File: config.mk
export PLATFORM = sky130hd
export DESIGN_NAME = ex_muldiv_unit
export DESIGN_NICKNAME = d
export VERILOG_FILES = /design/src/rtl/ex_muldiv_unit_pkg.sv /design/src/rtl/muldiv_div_core.sv /design/src/rtl/ex_muldiv_unit.sv
export SDC_FILE = /design/constraint.sdc
export NUM_CORES = 1
export LEC_CHECK = 0
export BUFFER_PORTS_ARGS = -buffer_cell sky130_fd_sc_hd__buf_2
export CAP_MARGIN = 20
export CORE_MARGIN = 1.5
export CORE_UTILIZATION = 55
export CTS_CLUSTER_DIAMETER = 100
export DETAILED_ROUTE_END_ITERATION = 10
export PLACE_DENSITY = 0.75
export SYNTH_ARGS = -nofsm -noshare
export SYNTH_HDL_FRONTEND = slang
export SYNTH_HIERARCHICAL = 1
export SYNTH_SLANG_ARGS = --single-unit
export TNS_END_PERCENT = 50
File: constraint.sdc
create_clock -name clk -period 6.61 [get_ports clk]
set_input_delay 0.3305 -clock clk [delete_from_list [all_inputs] [get_ports clk]]
set_output_delay 0.3305 -clock clk [all_outputs]
set_load 0.01 [all_outputs]
File: src/rtl/ex_muldiv_unit_pkg.sv
// Shared definitions for the EX-stage multiply/divide unit:
// op-bit indices, FSM state encoding and the EX hilo bus width.
package ex_muldiv_unit_pkg;

    localparam int MULDIV_MULT  = 3;
    localparam int MULDIV_MULTU = 2;
    localparam int MULDIV_DIV   = 1;
    localparam int MULDIV_DIVU  = 0;

    localparam int DEF_DATA_WD = 32;
    // EX hilo bus layout: {hi_we, hi, lo_we, lo}
    localparam int HILO_WD     = 2 * DEF_DATA_WD + 2;

    typedef enum logic [1:0] {
        IDLE = 2'd0,
        MUL  = 2'd1,
        DIV  = 2'd2,
        DONE = 2'd3
    } muldiv_state_e;

endpackage

File: src/rtl/muldiv_div_core.sv
// Restoring-division datapath: one quotient bit per step on unsigned magnitudes.
// quot_o/rem_o present the values after the current step, so the last step's result is visible before its edge.
module muldiv_div_core #(
    parameter int DATA_WD = 32
) (
    input  logic               clk,
    input  logic               rst,
    input  logic               start,
    input  logic               step,
    input  logic [DATA_WD-1:0] dividend,
    input  logic [DATA_WD-1:0] divisor,
    output logic [DATA_WD-1:0] quot_o,
    output logic [DATA_WD-1:0] rem_o
);
    logic [DATA_WD-1:0] rem_q, rem_d;
    logic [DATA_WD-1:0] quot_q, quot_d;
    logic [DATA_WD-1:0] dsor_q, dsor_d;
    logic [DATA_WD:0]   shifted, diff;

    // NOTE: every variable gets a default at the top of always_comb so no path leaves it unassigned (no latch).
    always_comb begin
        rem_d   = rem_q;
        quot_d  = quot_q;
        dsor_d  = dsor_q;
        shifted = {rem_q, quot_q[DATA_WD-1]};
        diff    = shifted - {1'b0, dsor_q};
        if (start) begin
            rem_d  = '0;
            quot_d = dividend;
            dsor_d = divisor;
        end else if (step) begin
            // diff[MSB] set means the trial subtraction borrowed: restore.
            if (!diff[DATA_WD]) begin
                rem_d  = diff[DATA_WD-1:0];
                quot_d = {quot_q[DATA_WD-2:0], 1'b1};
            end else begin
                rem_d  = shifted[DATA_WD-1:0];
                quot_d = {quot_q[DATA_WD-2:0], 1'b0};
            end
        end
        quot_o = quot_d;
        rem_o  = rem_d;
    end

    // NOTE: state registers use non-blocking assignments so all flops update together at the edge.
    always_ff @(posedge clk) begin
        if (rst) begin
            rem_q  <= '0;
            quot_q <= '0;
            dsor_q <= '0;
        end else begin
            rem_q  <= rem_d;
            quot_q <= quot_d;
            dsor_q <= dsor_d;
        end
    end

endmodule

File: src/rtl/ex_muldiv_unit.sv
// Multi-cycle mult/multu/div/divu unit producing the HI/LO write pair for the EX stage.
// Define MULDIV_FAST_MUL_EN to replace the shift-add multiplier with a single registered multiply.
module ex_muldiv_unit
    import ex_muldiv_unit_pkg::*;
#(
    parameter int DATA_WD = 32,
    parameter int CNT_WD  = 6
) (
    input  logic               clk,
    input  logic               rst,
    input  logic               flush,
    input  logic               start,
    input  logic [3:0]         op,
    input  logic [DATA_WD-1:0] src1,
    input  logic [DATA_WD-1:0] src2,
    output logic               busy,
    output logic               stall_req,
    output logic               done,
    output logic [DATA_WD-1:0] hi_o,
    output logic [DATA_WD-1:0] lo_o,
    output logic               hilo_we
);
    localparam logic [CNT_WD-1:0] CNT_LAST = CNT_WD'(DATA_WD - 1);

    muldiv_state_e        state_q, state_d;
    logic [CNT_WD-1:0]    cnt_q, cnt_d;
    logic [DATA_WD-1:0]   mcand_q, mcand_d;
    logic [2*DATA_WD-1:0] prod_q, prod_d;
    logic                 sgn_quot_q, sgn_quot_d;
    logic                 sgn_rem_q, sgn_rem_d;
    logic                 div_zero_q, div_zero_d;
    logic [DATA_WD-1:0]   hi_q, hi_d, lo_q, lo_d;

    logic                 accept, sel_mul, sel_signed, mul_last, div_start, div_step;
    logic [DATA_WD-1:0]   mag1, mag2, quot, rem;
    logic [2*DATA_WD-1:0] mul_next, mul_res;

    always_comb begin
        sel_mul    = op[MULDIV_MULT] | op[MULDIV_MULTU];
        sel_signed = op[MULDIV_MULT] | (~op[MULDIV_MULTU] & op[MULDIV_DIV]);
        accept     = (state_q == IDLE) & start & (|op) & ~flush;
        mag1       = (sel_signed & src1[DATA_WD-1]) ? -src1 : src1;
        mag2       = (sel_signed & src2[DATA_WD-1]) ? -src2 : src2;
        div_start  = accept & ~sel_mul;
        div_step   = (state_q == DIV);
    end

`ifdef MULDIV_FAST_MUL_EN
    always_comb begin
        mul_next = {{DATA_WD{1'b0}}, mcand_q} * {{DATA_WD{1'b0}}, prod_q[DATA_WD-1:0]};
        mul_last = 1'b1;
    end
`else
    logic [DATA_WD:0] mul_sum;

    // Multiplier sits in the low half and shifts out LSB-first as the partial sum grows in.
    always_comb begin
        mul_sum  = {1'b0, prod_q[2*DATA_WD-1:DATA_WD]} + (prod_q[0] ? {1'b0, mcand_q} : '0);
        mul_next = {mul_sum, prod_q[DATA_WD-1:1]};
        mul_last = (cnt_q == CNT_LAST);
    end
`endif

    muldiv_div_core #(
        .DATA_WD(DATA_WD)
    ) u_div_core (
        .clk      (clk),
        .rst      (rst),
        .start    (div_start),
        .step     (div_step),
        .dividend (mag1),
        .divisor  (mag2),
        .quot_o   (quot),
        .rem_o    (rem)
    );

    always_comb begin
        state_d    = state_q;
        cnt_d      = cnt_q;
        mcand_d    = mcand_q;
        prod_d     = prod_q;
        sgn_quot_d = sgn_quot_q;
        sgn_rem_d  = sgn_rem_q;
        div_zero_d = div_zero_q;
        hi_d       = hi_q;
        lo_d       = lo_q;
        mul_res    = sgn_quot_q ? -mul_next : mul_next;

        case (state_q)
            IDLE: if (accept) begin
                state_d    = sel_mul ? MUL : DIV;
                cnt_d      = '0;
                mcand_d    = mag1;
                prod_d     = {{DATA_WD{1'b0}}, mag2};
                sgn_quot_d = sel_signed & (src1[DATA_WD-1] ^ src2[DATA_WD-1]);
                sgn_rem_d  = sel_signed & src1[DATA_WD-1];
                div_zero_d = (src2 == '0);
            end
            MUL: begin
                prod_d = mul_next;
                cnt_d  = cnt_q + CNT_WD'(1);
                if (mul_last) begin
                    state_d      = DONE;
                    {hi_d, lo_d} = mul_res;
                end
            end
            DIV: begin
                cnt_d = cnt_q + CNT_WD'(1);
                if (cnt_q == CNT_LAST) begin
                    state_d = DONE;
                    // Divide-by-zero keeps the all-ones quotient regardless of sign.
                    lo_d    = (sgn_quot_q & ~div_zero_q) ? -quot : quot;
                    hi_d    = sgn_rem_q ? -rem : rem;
                end
            end
            DONE:    state_d = IDLE;
            default: state_d = IDLE;
        endcase

        if (flush) begin
            state_d = IDLE;
            cnt_d   = '0;
            hi_d    = '0;
            lo_d    = '0;
        end
    end

    always_ff @(posedge clk) begin
        if (rst) begin
            state_q    <= IDLE;
            cnt_q      <= '0;
            mcand_q    <= '0;
            prod_q     <= '0;
            sgn_quot_q <= 1'b0;
            sgn_rem_q  <= 1'b0;
            div_zero_q <= 1'b0;
            hi_q       <= '0;
            lo_q       <= '0;
        end else begin
            state_q    <= state_d;
            cnt_q      <= cnt_d;
            mcand_q    <= mcand_d;
            prod_q     <= prod_d;
            sgn_quot_q <= sgn_quot_d;
            sgn_rem_q  <= sgn_rem_d;
            div_zero_q <= div_zero_d;
            hi_q       <= hi_d;
            lo_q       <= lo_d;
        end
    end

    always_comb begin
        busy      = (state_q != IDLE);
        stall_req = accept | (state_q == MUL) | (state_q == DIV);
        done      = (state_q == DONE);
        hilo_we   = done;
        hi_o      = hi_q;
        lo_o      = lo_q;
    end

endmodule

==> summary.md, run 1 <==
| Metric | Value |
|---|---|
| RD Place Congestion | 0.949 |
| Slew @ Worst Pin | 1100 ps |
| Commonest cells in the netlist | nor2_1 (336), dfxtp_1 (267), nand2_1 (267) |
| Row count | 69 |
| Clk sinks | 267 |
| PD cells | 245 nW/µm² |
| Core box area | 35700 µm² |
| Length of the first detailed-routing pass in iterations | 9 |
| Share of layout cells above drive strength 1 | 11.4% |
| Tmin final | 6100 ps |
| Final Non-Filler Cells | 3185 |
| Synthesized area | 20000 µm² |
| Clk Latency, worst-skew pair | 600 ps |
| Worst-case clock skew | 10.1 ps |
| Leading post-synthesis cells by cell area | dfxtp_1 (27%), nor2_1 (6.3%), xnor2_1 (5.4%), nand2_1 (5.0%), a21oi_1 (4.9%) |
| Yosys top cell area share | 26.8% |
| Critical path arrival | 6580 ps |
| CTS tree | yes |
| Starting density of the core | 56.0% |
| Crit Path Class | flop to flop |
| TritonCTS buffer count | 31 |
| Vias/cell | 6.34 |
| Final core occ | 61.7% |
| # port buffers | 139 |
| Vias in the first global route | 18500 |
| Critical path origin | u_div_core/quot_q[31] |
| Iter 0 DRT Violations | 2032 |
| Top FF cell, synth | dfxtp_1 |
| Flops & latches, synth | 267 |
| Filler cells | 3232 |
| Crit Path Max Fanout | 20 |
| Post-synth top area cell | dfxtp_1 |
| Rel. slew slack | 26.6% |
| Antenna diodes | 0 |
| R2R Setup Slk | 510 ps |
| Post-Synthesis Mean Instance Area | 7.49 µm² |
| Fmax achieved | 164 MHz |
| Die H | 194 µm |
| Via count | 20200 |
| Post-synth EDFFs | 0 |
| Leak Pwr | 8.48 nW |
| Clock root cell | clkbuf_16 |
| RR Startpoint | u_div_core/quot_q[31] |
| Hold Path Sink | mcand_q[0] |
| Hold Path Cell Cnt | 3 |
| Failing checks | design-rule violations |
| Cell count after synthesis | 2667 |
| Remaining global-route overflow | 0 |
| Hold Crit Start | src1[0] |
| I/O pins | 140 |
| Fin crit share | 92.3% |
| Final hold slack | 55.6 ps |
| CP endpoint kind | flop |
| Hold Fails Final Rpt | 0 |
| Die ar. | 37500 µm² |
| Routed Antenna Nets | 0 |
| Number of setup buffers added after CTS | 0 |
| WP data required | 7090 ps |
| Max-cap viol count | 0 |
| Max IR drop VDD | 0.221 mV |
| Initial antenna violation count | 0 |
| Ys Warns | 6 |
| Reg-to-reg endpoint | hi_o[31] |
| Async set-reset flop share out of synthesis | 0% |
| Placed instance count | 3126 |
| Fin nets | 2848 |
| Cell with the most instances after synthesis | nor2_1 |
| RSZ-0062 raised after global routing | no |
| Setup Viol. Count Final | 0 |
| Dpl hpwl | 48900 µm |
| Clk buf depth | 3 |
| Critical path launch point type | flop |
| Clock-pin slew on the worst setup and hold paths | 60 ps |
| DRC viols | 7 |
| Post-route setup TNS | 0 ps |
| R2R cell count | 22 |
| Outcome | finished, violations left |
| Hold Path Class | input port to flop |
| Synthesized Nets | 2816 |
| Largest net degree at the start of global routing | 95 |
| Tot Pwr | 0.00539 W |
| First-pass GRT wire length | 101000 µm |
| Slew Limit Fails | 0 |
| Final WL | 64800 µm |
| Wire length per cell | 20.4 µm |
| Synth cell types | 102 |
| GRT Total Usage | 33.3% |
| H-tree level count | 1 |
| Register area share after synthesis | 26.8% |
| Die X | 194 µm |
| Area growth syn-to-layout | 10.2% |
[how the worst max path moves through the flow]
| stage | to | slack [ps] | cells past startpoint |
|---|---|---|---|
| after detailed placement | hi_o[31] | 440 | 22 |
| after floorplan | hi_o[31] | 1570 | 22 |
| final | hi_o[31] | 510 | 22 |
| after global routing | hi_o[31] | 120 | 22 |
| after global placement | hi_o[31] | 540 | 22 |
| after CTS | hi_o[31] | 430 | 23 |
[metrics by stage]
stage / setup slack [ps] / area (µm²)
3_5_place_dp: 441 / 20800
2_1_floorplan: 1570 / 20000
6_report: 510 / 22000
3_3_place_gp: 543 / 20800
5_1_grt: 118 / 22000
4_1_cts: 432 / 22000
[critical path: stages (launching register included)]
cell and delay [ps]:
dfxtp_1 340, inv_1 60, ha_1 220, fa_1 390, nand2b_1 190, a21o_1 200, a211oi_1 370, a211o_1 310
o21ai_1 170, a211o_2 490, buf_4 240, buf_4 160, a211oi_2 240, nor3_1 120, or4_1 610, nor4_1 340
or3b_2 560, o31ai_1 350, xor2_1 180, a21oi_1 100, nand2_1 110, a2bb2oi_1 150, o21ai_1 70
[power breakdown]
group | switching [W] | total [W] | leakage, nW | internal [W]
Sequential | 0.0000677 | 0.00174 | 2.16 | 0.00167
Combinational | 0.00112 | 0.00175 | 5.75 | 0.000633
Clock | 0.000735 | 0.00190 | 0.564 | 0.00117
[cell usage in the layout, fill, tap and decap left out, types with 20 or more instances in the layout]
cell,count
nor2_1,336
buf_4,28
a21o_1,32
a22oi_1,39
nand3_1,52
nor3_1,108
o41ai_1,23
o21ai_0,129
o211ai_1,53
mux2i_1,86
dfxtp_1,266
inv_1,72
nor4_1,23
nand2_1,267
and2_1,54
clkbuf_16,31
nand2b_1,27
nand4_1,21
o31ai_1,36
ha_1,74
buf_2,138
xor2_1,84
o21ai_1,26
xnor2_1,123
a21oi_1,194
nor2b_1,44
or4_1,20
a211oi_1,56
[sequential cells by signal, indices dropped and copies added (netlist names)]
register           count
cnt_q                  6
div_zero_q             1
hi_o                  32
lo_o                  32
mcand_q               32
prod_q                64
sgn_quot_q             1
sgn_rem_q              1
state_q                2
u_div_core/dsor_q     32
u_div_core/quot_q     32
u_div_core/rem_q      32
[cells by family (layout without fill, tap and decap cells)]
group | Yosys count | count (layout) | synth area share [%]
compound gates | 723 | 723 | 24.0
xor+xnor | 207 | 207 | 9.08
fa+ha+maj | 77 | 77 | 4.90
mux | 88 | 88 | 4.42
simple gates | 1063 | 1063 | 26.0
flops | 267 | 267 | 26.8
buf+inv | 242 | 299 | 4.81
[what timing repair did]
| item | CTS | global route |
|---|---|---|
| gates resized for setup | 0 | 1 |
| hold buffers | 0 | 0 |
| endpoints found under the setup margin | 0 | 1 |
[area by class of cell]
class | count | area (µm²) | area share [%]
clock inverter | 15 | 220 | 1.00
inverter | 73 | 274 | 1.25
multi-input combinational | 2158 | 13700 | 62.3
clock buffer | 43 | 921 | 4.18
tap | 461 | 577 | 2.62
sequential | 267 | 5350 | 24.3
timing repair buffer | 168 | 948 | 4.31
[layer usage]
layer	GRT usage (%)	vias to the layer above	wire, µm
li1	-	9636	-
met1	45.5	9600	28600
met2	54.4	800	29300
met3	3.70	141	4550
met4	11.6	0	2420
met5	0	-	0
No activity file was read; power rests on OpenSTA's default activity.
==> inputs of run 2 (changes only) <==
- SYNTH_HIERARCHICAL: 1 -> default
==> summary.md, run 2 <==
| Metric | Value |
|---|---|
| Outcome | complete, no violations |
| # port buffers | 139 |
| Hold Crit Start | src1[0] |
| Async set-reset flop share out of synthesis | 0% |
| Routed Antenna Nets | 0 |
| Setup WS pre-CTS | 1190 ps |
| Filler cells | 3324 |
| Post-synth top area cell | dfxtp_1 |
| Ys Warns | 0 |
| Vias in the first global route | 18900 |
| Top FF cell, synth | dfxtp_1 |
| CTS tree | yes |
| CTS Hold Bufs | 0 |
| Slew Limit Fails | 0 |
| Crit Path Class | flop to flop |
| Clk Latency, worst-skew pair | 550 ps |
| Reg power frac | 29.6% |
| RSZ-0062 raised after global routing | no |
| Post-route setup TNS | 0 ps |
| I/O pins | 140 |
| WP data required | 7030 ps |
| RD Place Congestion | 1.02 |
| H-tree level count | 2 |
| Cell count after synthesis | 2664 |
| Fin nets | 2846 |
| GRT Total Usage | 37.7% |
| Row count | 69 |
| CP endpoint kind | flop |
| Iter 0 DRT Violations | 2414 |
| Clk pwr share | 34.5% |
| Leading post-synthesis cells by cell area | dfxtp_1 (27%), nor2_1 (6.9%), a21oi_1 (5.4%), xnor2_1 (5.4%), nand2_1 (4.9%) |
| Core box area | 35600 µm² |
| TritonCTS buffer count | 35 |
| Max IR drop VDD | 0.271 mV |
| Wire length per cell | 22.4 µm |
| Clock root cell | clkbuf_16 |
| Clk buf depth | 3 |
| Internal Power | 0.00359 W |
| Max-cap viol count | 0 |
| Largest net degree at the start of global routing | 103 |
| Clk sinks | 267 |
| Most flop-heavy register | prod_q |
| Final WL | 71500 µm |
| Most frequent cells in the layout | nor2_1 (361), dfxtp_1 (266), nand2_1 (261) |
| Clock-pin slew on the worst setup and hold paths | 60 ps |
| Vias/cell | 6.54 |
| Combinational group share of total power | 35.8% |
| DRC viols | 0 |
| Switching Power | 0.00229 W |
| Dpl hpwl | 53600 µm |
| Die ar. | 37200 µm² |
| Length of the first detailed-routing pass in iterations | 8 |
| Register area share after synthesis | 27.0% |
| Crit Path Max Fanout | 12 |
| Tmin final | 5540 ps |
| Max reg flops | 64 |
| Die X | 193 µm |
| Via count | 20800 |
| PD cells | 268 nW/µm² |
| Fin crit share | 83.7% |
| Critical path origin | u_div_core.rem_q[18] |
| Fmax achieved | 181 MHz |
| Hold Path Class | input port to flop |
| Cell with the most instances after synthesis | nor2_1 |
| Synthesized area | 19800 µm² |
| Post-synth EDFFs | 0 |
| Hold Fails Final Rpt | 0 |
| Yosys top cell area share | 27.0% |
| Setup Viol. Count Final | 0 |
| Number of setup buffers added after CTS | 0 |
| First-pass GRT wire length | 109000 µm |
| Synthesized Nets | 2812 |
| Starting density of the core | 55.8% |
| Leak Pwr | 8.55 nW |
| Post-Synthesis Mean Instance Area | 7.44 µm² |
| Share of layout cells above drive strength 1 | 11.7% |
| Worst setup margin | 1070 ps |
| CTS resizes | 0 |
| Area growth syn-to-layout | 10.5% |
| Rel. slew slack | 22.4% |
| Critical path launch point type | flop |
| Tot Pwr | 0.00587 W |
| Synth cell types | 98 |
| Initial antenna violation count | 4 |
| Critical path arrival | 5960 ps |
| Die H | 193 µm |
| Commonest non-fill, non-tap cell in the layout | nor2_1 |
| Flops & latches, synth | 267 |
| Commonest cells in the netlist | nor2_1 (363), dfxtp_1 (267), nand2_1 (261) |
| RR Startpoint | u_div_core.rem_q[18] |
| Remaining global-route overflow | 0 |
| Switching part of the total | 38.9% |
| Slew @ Worst Pin | 1160 ps |
| Worst-case clock skew | 26.6 ps |
run 2: changes by cell type in the layout (fill, tap and decap cells not counted), sizes merged, moves of 18 or more:
cell,change
mux2i,-55
nor3,-36
nor2,+29
o211ai,-29
a211oi,+24
o221ai,+19
xor2,+19
a21oi,+18
a31oi,+18
run 2: area by class of cell:
cell class	instances	area [µm²]	share of cell area (%)
diodes	4	10.0	0.0457
flip-flops and latches	267	5350	24.4
repair buffers	177	991	4.52
well taps	461	577	2.63
inverters	77	289	1.32
multi-input cells	2140	13500	61.7
clock buffers	48	986	4.50
clock inverters	12	204	0.930
run 2: logic make-up after synthesis:
family                     Yosys count  share of synthesized area (%)
AOI/OAI and AO/OA                  795                           26.6
xor gates and xnor gates           225                           9.94
adders and majority gates           76                           4.87
buffers and inverters              257                           5.26
DFF                                267                           27.0
muxes                               48                           2.53
and+or+nand+nor                    996                           23.8
run 2: layer usage:
metal,vias to the layer above,global-route usage (%),routed length [µm]
met5,-,0,0
met4,0,12.9,2400
met3,173,7.98,7490
met2,1143,57.2,30900
met1,9851,52.6,30700
li1,9676,-,-
run 2: final timing paths:
check / to / slack (ps) / depth (start not counted)
max: lo_o[28] / 1070 / 19
min: mcand_q[0] / 80 / 3
max reg2reg: lo_o[28] / 1070 / 19
min reg2reg: mcand_q[31] / 450 / 2
run 2: power groups by stage:
| stage | clock (W) | sequential [W] | combinational, W |
|---|---|---|---|
| 3_5_place_dp | 0 | 0.00177 | 0.00202 |
| 4_1_cts | 0.00203 | 0.00174 | 0.00203 |
| 3_3_place_gp | 0 | 0.00177 | 0.00200 |
| 2_1_floorplan | 0 | 0.00174 | 0.00147 |
| 6_report | 0.00203 | 0.00174 | 0.00211 |
| 5_1_grt | 0.00210 | 0.00175 | 0.00225 |
run 2: critical path, cell delays in order (launching register included):
cell and delay (ps):
dfxtp_1 430, ha_1 340, a21oi_1 360, o211ai_1 200
a211oi_2 240, o21ai_1 360, nor3_4 300, o311ai_0 150
buf_2 230, nand2_1 150, ha_1 190, o21ai_0 120
or3b_2 520, nor3_1 540, nand3_1 270, nor2_1 290
a31oi_1 140, xor2_1 180, a221oi_1 330, nor2_1 80
run 2: stage by stage:
stage	hold WS (ps)	area [µm²]	util [%]	instances
after floorplan	432	19800	-	2664
after global placement	437	20700	58.2	3119
after detailed placement	442	20700	58.2	3121
after CTS	74.6	21900	61.6	3181
after global routing	115	21900	61.6	3184
final	79.0	21900	61.6	3186
